**src/rtl/tawas_pkg.sv**
```systemverilog
// Shared Tawas types and widths.
// Used by the PC stack and its per-slice LIFO.
package tawas_pkg;

  localparam int TAWAS_PC_W   = 24;
  localparam int TAWAS_SLICES = 4;

  typedef logic [1:0]            slice_t;
  typedef logic [TAWAS_PC_W-1:0] pc_t;

endpackage

```
**src/rtl/tawas_pc_lifo.sv**
```systemverilog
// One slice's return-address LIFO.
// Error detection enabled by TAWAS_PC_STACK_ERR_EN.
module tawas_pc_lifo
  import tawas_pkg::*;
#(
  parameter int DEPTH = 8
) (
  input  logic clk,
  input  logic rst,
  input  logic push,
  input  logic pop,
  input  logic flush,
  input  pc_t  din,
  output pc_t  top,
  output logic empty,
  output logic full,
  output logic err
);

  localparam int AW = $clog2(DEPTH);
  localparam logic [AW:0] CNT_MAX = (AW+1)'(DEPTH);

  pc_t           mem [DEPTH];
  logic [AW-1:0] wp;
  logic [AW:0]   count;
  logic          err_q;

  logic [AW-1:0] wp_dec;
  logic          we;
  logic [AW-1:0] waddr;

  assign wp_dec = wp - 1'b1;
  assign empty  = (count == '0);
  assign full   = (count == CNT_MAX);
  assign top    = empty ? '0 : mem[wp_dec];

`ifdef TAWAS_PC_STACK_ERR_EN
  assign err = err_q;
`else
  assign err = 1'b0;
`endif

  always_comb begin
    we    = 1'b0;
    waddr = wp;
    if (!rst && !flush && push) begin
      if (pop && !empty) begin
        we    = 1'b1;
        waddr = wp_dec;
      end else begin
`ifdef TAWAS_PC_STACK_ERR_EN
        we = pop || !full;
`else
        we = 1'b1;
`endif
      end
    end
  end

  always_ff @(posedge clk) begin
    if (we) mem[waddr] <= din;
  end

  always_ff @(posedge clk) begin
    if (rst || flush) begin
      wp    <= '0;
      count <= '0;
      err_q <= 1'b0;
    end else if (push && pop) begin
      // replace-top keeps pointer; on empty it is a plain push
      if (empty) begin
        wp    <= wp + 1'b1;
        count <= count + 1'b1;
      end
    end else if (push) begin
`ifdef TAWAS_PC_STACK_ERR_EN
      if (full) begin
        err_q <= 1'b1;
      end else begin
        wp    <= wp + 1'b1;
        count <= count + 1'b1;
      end
`else
      wp <= wp + 1'b1;
      if (!full) count <= count + 1'b1;
`endif
    end else if (pop) begin
      if (!empty) begin
        wp    <= wp_dec;
        count <= count - 1'b1;
      end else begin
        err_q <= 1'b1;
      end
    end
  end

endmodule

```
**src/rtl/tawas_pc_stack.sv**
```systemverilog
// Per-slice hardware return-address stack.
// Optional error detection: TAWAS_PC_STACK_ERR_EN.
module tawas_pc_stack
  import tawas_pkg::*;
#(
  parameter int DEPTH = 8
) (
  input  logic                    clk,
  input  logic                    rst,
  input  logic [1:0]              slice,
  input  logic                    pc_store,
  input  logic [TAWAS_PC_W-1:0]   pc_out,
  input  logic                    pc_restore,
  output logic [TAWAS_PC_W-1:0]   pc_rtn,
  input  logic [TAWAS_SLICES-1:0] flush,
  output logic [TAWAS_SLICES-1:0] stack_empty,
  output logic [TAWAS_SLICES-1:0] stack_full,
  output logic [TAWAS_SLICES-1:0] stack_err
);

  logic [TAWAS_SLICES-1:0] push_v;
  logic [TAWAS_SLICES-1:0] pop_v;
  pc_t                     tops [TAWAS_SLICES];

  for (genvar i = 0; i < TAWAS_SLICES; i++) begin : g_slice
    assign push_v[i] = pc_store   && (slice == slice_t'(i));
    assign pop_v[i]  = pc_restore && (slice == slice_t'(i));

    tawas_pc_lifo #(
      .DEPTH (DEPTH)
    ) u_lifo (
      .clk   (clk),
      .rst   (rst),
      .push  (push_v[i]),
      .pop   (pop_v[i]),
      .flush (flush[i]),
      .din   (pc_out),
      .top   (tops[i]),
      .empty (stack_empty[i]),
      .full  (stack_full[i]),
      .err   (stack_err[i])
    );
  end

  assign pc_rtn = tops[slice];

endmodule

```
**config.mk**
```make
export PLATFORM = sky130hd
export DESIGN_NAME = tawas_pc_stack
export DESIGN_NICKNAME = d
export VERILOG_FILES = /design/src/rtl/tawas_pkg.sv /design/src/rtl/tawas_pc_lifo.sv /design/src/rtl/tawas_pc_stack.sv
export SDC_FILE = /design/constraint.sdc
export NUM_CORES = 1
export LEC_CHECK = 0
export ABC_AREA = 1
export ABC_CLOCK_PERIOD_IN_PS = 4700
export BUFFER_PORTS_ARGS = -buffer_cell sky130_fd_sc_hd__buf_2
export CORE_ASPECT_RATIO = 0.75
export CORE_UTILIZATION = 59
export CTS_CLUSTER_DIAMETER = 50
export DETAILED_ROUTE_END_ITERATION = 8
export PLACE_DENSITY = 0.77
export REMOVE_ABC_BUFFERS = 1
export SYNTH_ARGS = -nofsm -noshare
export SYNTH_HDL_FRONTEND = slang
export SYNTH_SLANG_ARGS = --single-unit
```
**constraint.sdc**
```tcl
create_clock -name clk -period 4.7 [get_ports clk]
set_input_delay 0.235 -clock clk [delete_from_list [all_inputs] [get_ports clk]]
set_output_delay 0.235 -clock clk [all_outputs]
set_load 0.05 [all_outputs]
```
# [Yosys cells after proc, flatten, opt, wreduce, memory -nomap -nowiden]
# Memory sizes are Yosys's and may differ from the RTL's.
# Index checks and enable logic that the tools add are counted.
[word_totals] out_inout_bits=36 ramBits=768 mem_count=4 latchBits=0 wordCells=174 inputBits=34 rom_bits=0 register_bits=28
[classes] mul=0 n_div=0 eq_ne=19 shift=0 n_reduce_logical=54 n_addsub=16 mux=71 bitwise_logic=1 magnitude_cmp=1
[memory_table] name="g_slice[0].u_lifo.mem" depth=8 word_bits=24 read_ports=1 rd_clocked_by_memory_dff=0 write_ports=1 line_no="tawas_pc_lifo.sv:23" rtl="pc_t mem [DEPTH];"
[memory_table] name="g_slice[1].u_lifo.mem" depth=8 word_bits=24 read_ports=1 rd_clocked_by_memory_dff=0 write_ports=1 line_no="tawas_pc_lifo.sv:23"
[memory_table] name="g_slice[2].u_lifo.mem" depth=8 word_bits=24 read_ports=1 rd_clocked_by_memory_dff=0 write_ports=1 line_no="tawas_pc_lifo.sv:23"
[memory_table] name="g_slice[3].u_lifo.mem" depth=8 word_bits=24 read_ports=1 rd_clocked_by_memory_dff=0 write_ports=1 line_no="tawas_pc_lifo.sv:23"
[ops] op="24-bit 2-to-1 mux" n=6
[ops] op="4-bit 2-to-1 mux" n=24
[ops] op="3-bit 2-to-1 mux" n=28
[ops] op="24-bit binary-select mux with 2-bit select" n=1
[ops] op="1-bit logical AND" n=24
[ops] op="4-bit by 1-bit adder with 4-bit output, second input constant" n=4
[ops] op="4-bit equality test, second input constant" n=4
[ops] op="4-bit logical NOT" n=4
[ops] op="4-bit AND reduction" n=4
[ops] op="4-bit by 1-bit subtractor with 4-bit output, second input constant" n=4
[ops] op="3-bit by 1-bit adder with 3-bit output, second input constant" n=4
[ops] op="1-bit 2-to-1 mux" n=12
[ops] op="3-bit by 2-bit != test with 1-bit output, second input constant" n=4
[ops] op="3-bit != test, second input constant" n=4
[ops] op="3-bit AND reduction" n=4
[ops] op="3-bit nonzero test" n=4
[ops] op="3-bit by 1-bit subtractor with 3-bit output, second input constant" n=4
[ops] op="1-bit logical NOT" n=9
[ops] op="2-bit by 1-bit != test with 1-bit output, second input constant" n=4
[ops] op="2-bit equality test, second input constant" n=2
[ops] op="1-bit logical OR" n=4
[ops] op="3-bit >= comparator, second input constant" n=1
[ops] op="2-bit NOT with 3-bit output" n=1
[ops] op="2-bit by 1-bit equality test with 1-bit output, second input constant" n=1
[ops] op="2-bit logical NOT" n=1

# [Logic depth before layout (Yosys ltp)]
[depth] ltp_word=6 mapped_depth=15 mapped_depth_nobuf=11

# [Hierarchy]
# A second synthesis with hierarchy kept.
[hier_totals] cells_unflattened=2988 hier_area_um2=34091.4
[modules_own_cells] mod="tawas_pc_lifo" seq_area_each_um2=5905.7 instances=4 area_each_um2=8267.9 cells_per_inst=685
[modules_own_cells] mod="tawas_pc_stack" seq_area_each_um2=0.0 instances=1 area_each_um2=1019.7 cells_per_inst=248

# [Worst setup path before layout]
# No wires, ideal clock.
[synth_path] kind="register to register" startpoint="register g_slice[1].u_lifo.wp[0]" endpoint="memory g_slice[1].u_lifo.mem[2][0] (netlist name) (enable)" path_stages_with_launch=11 required_ns=4.295 n_path_buf=3 arrival_ns=2.980 setup_ns=0.405 period_less_slack_ns=3.385 path_slack_ns=1.315 path_cell_list="dfxtp_1 buf_2 inv_2 clkbuf_1 ha_1 inv_1 clkbuf_1 nand3_1 o21ai_0 nand2_1 nor2_1"
[synth_between] elab_chain_len=3
[synth_lines] element="start: declaration" line_no="tawas_pc_lifo.sv:24" rtl="logic [AW-1:0] wp;"
[synth_lines] element="start signal: assignment" line_no="tawas_pc_lifo.sv:72" rtl="wp <= wp + 1'b1;"
[synth_lines] element="start signal: assignment" line_no="tawas_pc_lifo.sv:84" rtl="wp <= wp + 1'b1;"
[synth_lines] element="start signal: assignment" line_no="tawas_pc_lifo.sv:89" rtl="wp <= wp_dec;"
[synth_lines] element="3-bit by 1-bit subtractor with 3-bit output" line_no="tawas_pc_lifo.sv:32" rtl="assign wp_dec = wp - 1'b1;"
[synth_lines] element="3-bit 2-to-1 mux" line_no="tawas_pc_lifo.sv:47" rtl="if (pop && !empty) begin"
[synth_lines] element="3-bit 2-to-1 mux (*)" line_no="tawas_pc_lifo.sv:46" rtl="if (!rst && !flush && push) begin"
[synth_lines] element="end: declaration" line_no="tawas_pc_lifo.sv:23"
# Every way passes the cells marked *; elsewhere a longest branch is shown, timed or not.

# [Worst setup path in the final report]
[layout_path] startpoint="register g_slice[0].u_lifo.wp[0]" endpoint="output port pc_rtn[14]"
[layout_between] elab_chain_len=6
[layout_lines] element="start: declaration" line_no="tawas_pc_lifo.sv:24"
[layout_lines] element="start signal: assignment" line_no="tawas_pc_lifo.sv:72"
[layout_lines] element="start signal: assignment" line_no="tawas_pc_lifo.sv:84"
[layout_lines] element="start signal: assignment" line_no="tawas_pc_lifo.sv:89"
[layout_lines] element="3-bit by 1-bit subtractor with 3-bit output" line_no="tawas_pc_lifo.sv:32"
[layout_lines] element="memory read 8 x 24 bit"
[layout_lines] element="24-bit 2-to-1 mux" line_no="tawas_pc_lifo.sv:35" rtl="assign top = empty ? '0 : mem[wp_dec];"
[layout_lines] element="24-bit binary-select mux with 2-bit select" line_no="tawas_pc_stack.sv:45" rtl="assign pc_rtn = tops[slice];"
[layout_lines] element="24-bit 2-to-1 mux (implied by the code) (2 in series)" line_no="tawas_pc_stack.sv:45"
[layout_lines] element="end: declaration" line_no="tawas_pc_stack.sv:14" rtl="output logic [TAWAS_PC_W-1:0] pc_rtn,"
# No other way between the ends. The select of a mux whose other input is x is not followed.

==> metrics.cfg <==
[critical_path]
slowest_stage = ha_2
crit_path_max_fanout = 57
start_kind = flop
slowest_delay_ps = 650
required_ps = 4470
cp_top_family = buffers and inverters
critical_path_buf_inv_count = 4
critical_path_class = flop to output port
end_kind = output port
cp_common_cell = nand3_1
cp.arrival_ps = 3880
crit_chain = inv_2 > ha_2 > buf_4 > nand3_1 > nand3_1 > nand3_1 > nand2_1 > inv_1 > nand2_1 > buf_2

[synthesis]
ys_seq_area_frac = 0.679
syn_area_per_cell_sq_um = 10.0
synth_area_sq_mm = 0.0348
netlist_top_cells_area = edfxtp_1 (66%), nand2_1 (15%), nand3_1 (6.6%), inv_1 (4.0%), nor2_1 (2.0%)
synthCells = 3476
synth_seq_cells = 796
ys_types = 28
synth_top_area_cell = edfxtp_1
synth_top_area_share = 0.662
synth_warnings = 0

[outcome]
outcome = finished clean

[min_path]
hold_class = input port to flop

[placed_design]
port_buffers = 65
place_hpwl_um = 49600
place_ws_ps = 1310
gp_congestion = 0.884
dpl_cell_area_sq_mm = 0.0360
dp.cells = 4213

[final_layout]
num_antenna_cells = 0
mostFrequentLayoutCells = nand2_1 (1364), edfxtp_1 (768), nand3_1 (460), inv_1 (364), nor2_1 (151)
drive_gt1_frac = 0.0836
final_common_cell = nand2_1
syn_to_final_growth_pct = 10.5
final_nets = 3566
final_cells = 4357
fill_cells = 4264
final_area_sq_mm = 0.0385
utilization = 0.665

[power]
p_leak_nw = 15.7
ir_drop_mv = 0.346
finalPower_mw = 14.6
power_density_mw_per_mm2 = 380

[timing]
tns_ps = 0
tightest_slew_ps = 1060
slew_headroom = 0.290
slew_violations = 0
clock.fmax_mhz = 243
skew_ps = 17.4
rsz0062_at_grt = no
post-route-min-period_ps = 4110
fin_ws_ps = 586
setup_viol_count_final = 0
finalCritPeriodShare = 0.875
fin_hold_ws_ps = 141
hold_viol_final = 0

[detailed_routing]
first_pass_iters = 6
dr_total_vias = 24400
avgRoutedWirePerCell_um = 19.8
wirelength_um = 86400
first_iter_violations = 2687
final_antenna_net_count = 0
via_per_inst = 5.61
drc = 0

[cts]
cts_sinks = 796
htreeDepth = 3
numCtsBuffers = 77
path_clk_slew_ps = 60
clk_latency_ps = 620
cts_setup_buffers = 0
root_buffer = clkbuf_16
clockBufferDepth = 3
cts_tree = built

[floorplanning]
initial_core_util = 0.602
core_region_area_sq_mm = 0.0578
num_rows = 76
dieWidth_um = 282
io_pins = 70
die_area_sq_mm = 0.0600
die_h_um = 212

[run]
maxCapViolations = 0

[global_routing]
grt_pass1_wl_um = 133000
antenna_found_initial = 1
grt-ovfl-total = 0
grtUsageTotal = 0.296
grt_max_degree = 75
grt_pass1_vias = 23500

[kinds of logic (layout without fill, tap and decap cells)]
logic type | after synthesis | in the layout | share of synthesized area
buffers and inverters | 543 | 641 | 0.0622
other | 1 | 4 | 0.000108
and+or+nand+nor | 2034 | 2034 | 0.238
xor gates and xnor gates | 22 | 22 | 0.00618
adders and majority gates | 16 | 16 | 0.00575
DFF | 796 | 796 | 0.679
AOI/OAI and AO/OA | 64 | 64 | 0.00920
[sequential cells by signal (all words and copies together) (netlist names)]
signal	cells
g_slice.u_lifo.count	16
g_slice.u_lifo.mem	768
g_slice.u_lifo.wp	12
[area by class of cell]
| cell class | instances | area [sq um] | share of cell area |
|---|---|---|---|
| clock buffer | 88 | 2050 | 0.0534 |
| clock inverter | 52 | 403 | 0.0105 |
| timing repair buffer | 127 | 813 | 0.0211 |
| multi-input combinational | 2140 | 9180 | 0.239 |
| inverter | 374 | 1400 | 0.0365 |
| tap | 780 | 976 | 0.0254 |
| sequential | 796 | 23600 | 0.614 |
[routing by layer]
layer	wire (um)	GRT usage
met5	8	0
met4	2530	0.0947
met3	9230	0.0531
met2	38900	0.456
met1	35700	0.429
[report_power, final]
group / internal, mW / total, mW / switching, mW / leakage [nW]
sequential: 7.79 / 7.80 / 0.0168 / 7.13
combinational: 0.163 / 0.728 / 0.564 / 7.39
clock: 3.42 / 6.07 / 2.65 / 1.20
total: 11.4 / 14.6 / 3.24 / 15.7
[Yosys cell counts (all sizes together)]
cell type and number:
o21ai 47, nor2 191, conb 1, xor2 15
inv 372, nand3 462, edfxtp 768, a21oi 17
or2 1, clkinv 2, nand4 12, ha 16
clkbuf 87, xnor2 7, nand2 1368, buf 82
dfxtp 28
[timing repair]
item | in CTS | in global routing
endpoints found under the setup margin | 0 | 0
hold endpoints to repair | 12 | 0
gates resized for setup | 0 | 0
hold buffers | 4 | 0
[path summary, 6_finish.rpt]
path / from / endpoint / slack, ps / cells after the start
worst max-delay path: g_slice[0].u_lifo.wp[0] / pc_rtn[14] / 590 / 10
worst min-delay path: pc_out[12] / g_slice[3].u_lifo.mem[3][12] / 140 / 1
worst max register to register: g_slice[0].u_lifo.wp[0] / g_slice[0].u_lifo.mem[0][8] / 1240 / 7
worst min register to register: g_slice[3].u_lifo.wp[1] / g_slice[3].u_lifo.wp[1] / 510 / 2
(Power assumes the default switching activity.)
